### config.mk
export PLATFORM = sky130hd
export DESIGN_NAME = eaglesong_bit_matrix_engine_flat
export DESIGN_NICKNAME = d
export VERILOG_FILES = /design/src/rtl/eaglesong_bit_matrix_engine_if.sv /design/src/rtl/eaglesong_bit_matrix_engine.sv /design/src/flat_wrapper.sv
export SDC_FILE = /design/constraint.sdc
export NUM_CORES = 2
export LEC_CHECK = 0
export BUFFER_PORTS_ARGS = -buffer_cell sky130_fd_sc_hd__buf_2
export CORE_AREA = 2 2 410 412
export CTS_CLUSTER_DIAMETER = 80
export DETAILED_ROUTE_END_ITERATION = 10
export DIE_AREA = 0 0 412 414
export GPL_TIMING_DRIVEN = 1
export HOLD_SLACK_MARGIN = 0.05
export PLACE_DENSITY = 0.6
export SYNTH_ARGS = -nofsm -noshare
export SYNTH_HDL_FRONTEND = slang
export SYNTH_SLANG_ARGS = --single-unit
### constraint.sdc
create_clock -name clk -period 4.2 [get_ports clk]
set_input_delay 0.21 -clock clk [delete_from_list [all_inputs] [get_ports clk]]
set_output_delay 0.21 -clock clk [all_outputs]
set_load 0.01 [all_outputs]
### src/rtl/eaglesong_bit_matrix_engine_if.sv
// State bus (valid/ready on both sides) plus matrix row-write port for the
// Eaglesong bit-matrix engine.
interface eaglesong_bit_matrix_engine_if #(
  parameter int unsigned N = 16,
  parameter int unsigned W = 32
);
  localparam int unsigned RW = (N > 1) ? $clog2(N) : 1;

  logic           in_valid;
  logic           in_ready;
  logic [N*W-1:0] in_state;
  logic           out_valid;
  logic           out_ready;
  logic [N*W-1:0] out_state;
  logic           busy;
  logic           mat_wr_en;
  logic [RW-1:0]  mat_wr_row;
  logic [N-1:0]   mat_wr_data;

  modport master (
    output in_valid, in_state, out_ready, mat_wr_en, mat_wr_row, mat_wr_data,
    input  in_ready, out_valid, out_state, busy
  );

  modport slave (
    input  in_valid, in_state, out_ready, mat_wr_en, mat_wr_row, mat_wr_data,
    output in_ready, out_valid, out_state, busy
  );
endinterface

### src/rtl/eaglesong_bit_matrix_engine.sv
// Sequential Eaglesong bit-matrix step: out[j] = XOR of in[k] where M[k*N+j] is set,
// LANES output words per cycle, matrix held in a writable register file.
module eaglesong_bit_matrix_engine #(
  parameter int unsigned    N           = 16,
  parameter int unsigned    W           = 32,
  parameter int unsigned    LANES       = 1,
  parameter logic [N*N-1:0] MATRIX_INIT =
    256'h47d7643c321e190fcb50a5a892d4896a84b5458de511755ffd78bebc9f5e8faf
) (
  input logic                         clk,
  input logic                         rst_n,
  eaglesong_bit_matrix_engine_if.slave bus
);

  localparam int unsigned STEPS = N / LANES;
  localparam int unsigned CW    = (STEPS > 1) ? $clog2(STEPS) : 1;

  if ((N % LANES) != 0) begin : g_lanes_check
    $error("eaglesong_bit_matrix_engine: LANES=%0d does not divide N=%0d", LANES, N);
  end

  typedef enum logic [1:0] {
    S_IDLE = 2'd0,
    S_BUSY = 2'd1,
    S_DONE = 2'd2
  } state_e;

  state_e         state_q, state_d;
  logic [CW-1:0]  cnt_q, cnt_d;
  logic [N*W-1:0] in_q, in_d;
  logic [N*W-1:0] out_q, out_d;
  logic [N*N-1:0] mat_q, mat_d;
  logic           in_ready_q, out_valid_q, busy_q;

  logic [W-1:0]   acc;
  int unsigned    col;
  int unsigned    row_base;

  // Next-state, matrix write and per-lane column XOR reduction.
  always_comb begin
    state_d  = state_q;
    cnt_d    = cnt_q;
    in_d     = in_q;
    out_d    = out_q;
    mat_d    = mat_q;
    acc      = '0;
    col      = 0;
    row_base = 32'(bus.mat_wr_row) * N;

    case (state_q)
      S_IDLE: begin
        // Matrix write lands at the accept edge, so the block sees it.
        if (bus.mat_wr_en && (32'(bus.mat_wr_row) < N)) begin
          mat_d[row_base +: N] = bus.mat_wr_data;
        end
        if (bus.in_valid) begin
          in_d    = bus.in_state;
          out_d   = '0;
          cnt_d   = '0;
          state_d = S_BUSY;
        end
      end
      S_BUSY: begin
        for (int unsigned l = 0; l < LANES; l++) begin
          col = 32'(cnt_q) * LANES + l;
          acc = '0;
          for (int unsigned k = 0; k < N; k++) begin
            if (mat_q[k*N + col]) acc = acc ^ in_q[k*W +: W];
          end
          out_d[col*W +: W] = acc;
        end
        cnt_d = cnt_q + CW'(1);
        if (cnt_q == CW'(STEPS - 1)) state_d = S_DONE;
      end
      S_DONE: begin
        if (bus.out_ready) state_d = S_IDLE;
      end
      default: state_d = S_IDLE;
    endcase
  end

  always_ff @(posedge clk) begin
    if (!rst_n) begin
      state_q     <= S_IDLE;
      cnt_q       <= '0;
      in_q        <= '0;
      out_q       <= '0;
      mat_q       <= MATRIX_INIT;
      in_ready_q  <= 1'b1;
      out_valid_q <= 1'b0;
      busy_q      <= 1'b0;
    end else begin
      state_q     <= state_d;
      cnt_q       <= cnt_d;
      in_q        <= in_d;
      out_q       <= out_d;
      mat_q       <= mat_d;
      in_ready_q  <= (state_d == S_IDLE);
      out_valid_q <= (state_d == S_DONE);
      busy_q      <= (state_d != S_IDLE);
    end
  end

  assign bus.in_ready  = in_ready_q;
  assign bus.out_valid = out_valid_q;
  assign bus.out_state = out_q;
  assign bus.busy      = busy_q;

endmodule

### src/flat_wrapper.sv
// flat-port wrapper written by rule: the top's interface ports become plain ports
module eaglesong_bit_matrix_engine_flat 
#(
  parameter int unsigned    N           = 16,
  parameter int unsigned    W           = 32,
  parameter int unsigned    LANES       = 1,
  parameter logic [N*N-1:0] MATRIX_INIT =
    256'h47d7643c321e190fcb50a5a892d4896a84b5458de511755ffd78bebc9f5e8faf
)
  (clk, rst_n, bus_in_valid, bus_in_state, bus_out_ready, bus_mat_wr_en, bus_mat_wr_row, bus_mat_wr_data, bus_in_ready, bus_out_valid, bus_out_state, bus_busy);
  eaglesong_bit_matrix_engine_if #(.N(N), .W(W)) bus_i ();
  input logic clk;
  input logic rst_n;
  input wire logic [$bits(bus_i.in_valid)-1:0] bus_in_valid;
  input wire logic [$bits(bus_i.in_state)-1:0] bus_in_state;
  input wire logic [$bits(bus_i.out_ready)-1:0] bus_out_ready;
  input wire logic [$bits(bus_i.mat_wr_en)-1:0] bus_mat_wr_en;
  input wire logic [$bits(bus_i.mat_wr_row)-1:0] bus_mat_wr_row;
  input wire logic [$bits(bus_i.mat_wr_data)-1:0] bus_mat_wr_data;
  output wire logic [$bits(bus_i.in_ready)-1:0] bus_in_ready;
  output wire logic [$bits(bus_i.out_valid)-1:0] bus_out_valid;
  output wire logic [$bits(bus_i.out_state)-1:0] bus_out_state;
  output wire logic [$bits(bus_i.busy)-1:0] bus_busy;
  assign bus_i.in_valid = bus_in_valid;
  assign bus_i.in_state = bus_in_state;
  assign bus_i.out_ready = bus_out_ready;
  assign bus_i.mat_wr_en = bus_mat_wr_en;
  assign bus_i.mat_wr_row = bus_mat_wr_row;
  assign bus_i.mat_wr_data = bus_mat_wr_data;
  assign bus_in_ready = bus_i.in_ready;
  assign bus_out_valid = bus_i.out_valid;
  assign bus_out_state = bus_i.out_state;
  assign bus_busy = bus_i.busy;
  eaglesong_bit_matrix_engine #(.N(N), .W(W), .LANES(LANES), .MATRIX_INIT(MATRIX_INIT)) u_core (.clk(clk), .rst_n(rst_n), .bus(bus_i));
endmodule
# Word-level counts from Yosys, hierarchy flattened
# Index checks and enable logic that the tools add are counted.
# totals
in_bits	537
regBits	1289
# op_classes
shifts	4
n_mux	74
add_sub_neg	18
reduce_logical	7
n_eq_ne	5
magnitude_cmp	16
bitwise_logic	15
# op_table
cell	n
$mux 32	32
$pmux 512 s2	1
$bwmux 512	1
$mux 512	1
$shift 32x34->512 const A	1
$shiftx 32x34->512	1
$lt 32x9->1 const B	15
$xor 32x32->32	15
$bwmux 256	1
$shift 16x34->256 const A	1
$shiftx 16x34->256	1
$bmux 1 s8	15
$add 8x4->9 const A	8
$neg 8->34	1
$neg 9->34	1
$add 7x4->8 const A	4
$mux 1	16
$add 6x4->7 const A	2
$lt 4x9->1 const B	1
$pmux 4 s2	1
$add 5x4->6 const A	1
$mux 2	3
$pmux 2 s3	1
$reduce_and 2->1	3
9 further kinds	12

# Depth between registers and ports, before layout
# depth
ltp_word	52
mapped_depth	14

# Least setup slack after synthesis
# Ideal clock, no wire load.
# synth_timing
kind	register -> register
startpoint	register u_core.cnt_q[0]
endpoint	register u_core.out_q[218] (netlist: u_core.bus.out_state[218])
required_ns	4.083
stages_incl_launch_ff	12
path_slack_ns	0.938
n_path_buf	3
setup_ns	0.117
arrival_ns	3.146
period_less_slack_ns	3.262
cell_sequence	dfxtp_1 buf_6 mux4_1 nand3_1 o211ai_4 buf_4 nand2_1 xor3_1 xnor3_1 xnor3_2 buf_4 a22o_1
# synth_via
elab_chain_cells	52
word_cells_on_any_way	99
# synth_rtl
element	line	text
start: declaration	eaglesong_bit_matrix_engine.sv:29	logic [CW-1:0] cnt_q, cnt_d;
start signal: assignment	eaglesong_bit_matrix_engine.sv:94	cnt_q <= cnt_d;
branches (longest 50 deep; another with $add 5x4->6)	-	
$bwmux 512 *	eaglesong_bit_matrix_engine.sv:70	out_d[col*W +: W] = acc;
$pmux 512 s2 *	eaglesong_bit_matrix_engine.sv:50	case (state_q)
end signal: assignment	eaglesong_bit_matrix_engine.sv:96	out_q <= out_d;
end: declaration	eaglesong_bit_matrix_engine.sv:31	logic [N*W-1:0] out_q, out_d;
# Mark *: on every way between the ends. The select of a mux whose other input is x is not followed.
# A chain may end at the register's enable or synchronous reset.

# Final worst setup path
# layout_timing
startpoint	register u_core.cnt_q[0]
endpoint	register u_core.out_q[175] (netlist: u_core.bus.out_state[175])
# Same word-level chain as after synthesis.

==> metrics.txt <==
fmax about 240 MHz; HP Class in -> reg; Pre-antenna DRT Iters 9; Max rail drop VDD roughly 0.44 mV; Initial Utilization roughly 33%; hold_ws between 0.15 and 0.2 ns; Seq/Total Area, Yosys between 40% and 50%; worst setup margin between 0.05 and 0.06 ns; antenna violations before repair 85; Horiz. Die Dim a little over 400 um; Final ANT Viol Nets 0; cell count after placement between 8k and 9k; largest fanout on the critical path 17; final std cells w/o fill between 9k and 10k; Crit path required time around 4.9 ns; Routed met1 length 107.4 mm; period utilization 98.78%; post-layout util between 40% and 50%; Max-Cap Viols 0; highest metal used met5; Synth cell types 53; most used flip-flop cell after synthesis dfxtp_1; Layout Nets around 7.9k; pre-CTS WS -0.3150 ns; Design Area, Final about 0.073 mm^2; syn nets between 6k and 7k; layout cells sized above 1 21.70%; Placer Congestion approximately 0.95; Site Rows 150; type of the worst setup path reg -> reg; area delta synth->final 34.90%; Final Hold Vio Count 0; H-tree levels 4; GRT overflow 0; via count between 50k and 60k; min cycle time layout a little over 4 ns; failing checks DRC; Final Max Slew Viols 0; Iter 0 DRT Violations around 5.8k; CTS Sinks around 1.3k; All-Layer GR Usage between 30% and 40%; relative slew slack ~22%; synthesized cell area 0.05431 mm^2; outcome complete, but fails checks; Synth Area in Compound Gates roughly a fifth; first-pass GRT wire length about 380 mm; metal2 WL ~120 mm; CTS tree built; RSZ-0062 raised after global routing no; wire per inst between 20 and 30 um; Worst Setup Start Kind flop; CP endpoint kind flop; leak pwr 31.33 nW; Mean Syn Cell Area around 9.2 um^2; mux contribution to synthesized area under 10%; clk_skew approximately 0.060 ns; vias per std cell approximately 5.4; vias in the first global route about 50k; Die Ht 414 um; Worst-path clk slew around 0.060 ns; CTS buffer count ~140; PwrDens between 400 and 500 mW/mm^2; R2R Setup Slk just over 0.05 ns; Root Buffer clkbuf_16; final setup fails 0; Setup TNS 0 ns; Post-synth EDFFs 0; largest net degree at the start of global routing roughly 230; final wirelength ~270 mm; DRC violations left 3; IO Count 1052; CP arrival about 4.8 ns; Synth Area in XOR/XNOR a little under 9%; I/O Buffers around 1.1k; Skew-Pair Late Insertion Delay 0.80 ns; Synthesis Warnings 0; worst-margin pin slew approximately 1.2 ns; main combinational cell family by area after synthesis compound AO/OA/AOI/OAI gates; Synth Area in Simple Gates between 10% and 20%; synthesized instance count just under 6k; Synth Register Bits 1289; Placeable Area 0.1663 mm^2; die footprint approximately 0.17 mm^2; Adder-Cell Fraction of Synth Area 0.2534%; placed cell area between 0.06 and 0.07 mm^2; hpwl dp 202.5 mm; overall power approximately 32 mW; wire length on met3 approximately 25 mm; Post-synth ARST share 0%; clk buf depth 3
==> cell families after synthesis <==
group | after synthesis
compound gates | 1525
xor+xnor | 383
fa+ha+maj | 11
buf+inv | 486
flops | 1289
mux | 95
simple gates | 2085
==> flip-flops by register name (all words and copies together) (netlist names) <==
signal / cells
u_core.in_q: 512
u_core.bus.in_ready: 1
u_core.bus.out_state: 512
u_core.bus.busy: 1
u_core.state_q: 2
u_core.mat_q: 256
u_core.cnt_q: 4
u_core.bus.out_valid: 1
==> final cells by class <==
| class | instances | area (um^2) |
|---|---|---|
| clock buffers | 210 | 4214 |
| inverters | 8 | 30.03 |
| repair buffers | 1805 | 13020 |
| well taps | 2204 | 2758 |
| flip-flops and latches | 1289 | 25810 |
| diodes | 30 | 75.07 |
| clock inverters | 55 | 719.4 |
| multi-input cells | 4099 | 26640 |
| fillers | 16170 | 93020 |
==> repair_timing <==
item,in CTS,in global routing
gates resized for setup,9,7
setup endpoints to repair,70,156
pin swaps,1,2
hold buffers,559,0
buffers inserted,0,3
endpoints found under the hold margin,739,0
==> cell usage in the layout, fill, tap and decap left out, drive strengths merged, types with 6 or more instances in the layout <==
master       count
a21oi           17
nand3           36
clkinv          34
dlygate4sd3    559
bufinv           9
o211ai         127
nand4            8
inv             15
nand2         1827
a21boi         518
xor3            11
xor2            63
nor2b            9
mux4            34
clkbuf         210
nor2            60
mux2i           49
dfxtp         1289
o21ai          239
xnor3           87
ha              11
a22o           512
xnor2          222
o221ai           6
buf           1246
mux2            12
and2           125
diode           30
o22ai           74
a221o           24
==> worst max-delay path, cell delays in order, from the launching register on <==
cell     delay [ns]
dfxtp_4        0.54
buf_12         0.22
buf_4          0.21
mux2i_1        0.09
a221o_1        0.59
o22ai_4        0.41
buf_4          0.20
nand2_1        0.13
xor2_1         0.27
buf_4          0.17
xnor2_1        0.12
xnor3_2        0.72
a22o_1         0.30
==> cells in the mapped netlist (25+ instances only) <==
master    number  area share [%]
mux4_2        25             1.0
xnor3_1       61             2.5
nand3_1       36            0.33
nor2_1        60            0.41
dfxtp_1     1289              48
o211ai_1     126             1.7
and2_1       125             1.4
nand2_1     1825              13
xnor2_1      221             3.6
mux2i_1       48            0.88
o22ai_1       62            0.71
a22o_1       512             8.3
xor2_1        63             1.0
o21ai_0      239             2.2
xnor3_2       26             1.1
a21boi_0     518             7.2
buf_6         35            0.73
buf_2         32            0.29
clkbuf_1     373             2.6
==> path summary, 6_finish.rpt <==
kind,startpoint,to,cells past startpoint
max,u_core.cnt_q[0],u_core.bus.out_state[175],12
min,bus_mat_wr_row[1],u_core.mat_q[6],6
max reg2reg,u_core.cnt_q[0],u_core.bus.out_state[175],12
min reg2reg,u_core.in_q[107],u_core.in_q[107],2
==> power breakdown <==
group          total, mW  switching [mW]  internal, mW
Sequential          12.9           0.314          12.6
Combinational       5.89            3.76          2.13
Clock               13.2            5.60          7.61
==> metal layers <==
metal,vias to the layer above,global-route usage (%)
met5,-,0
met1,25350,38.20
met2,2830,48.43
met4,56,18.32
li1,23060,-
met3,682,7.375
Note: power is estimated with default switching activity, not from simulation.
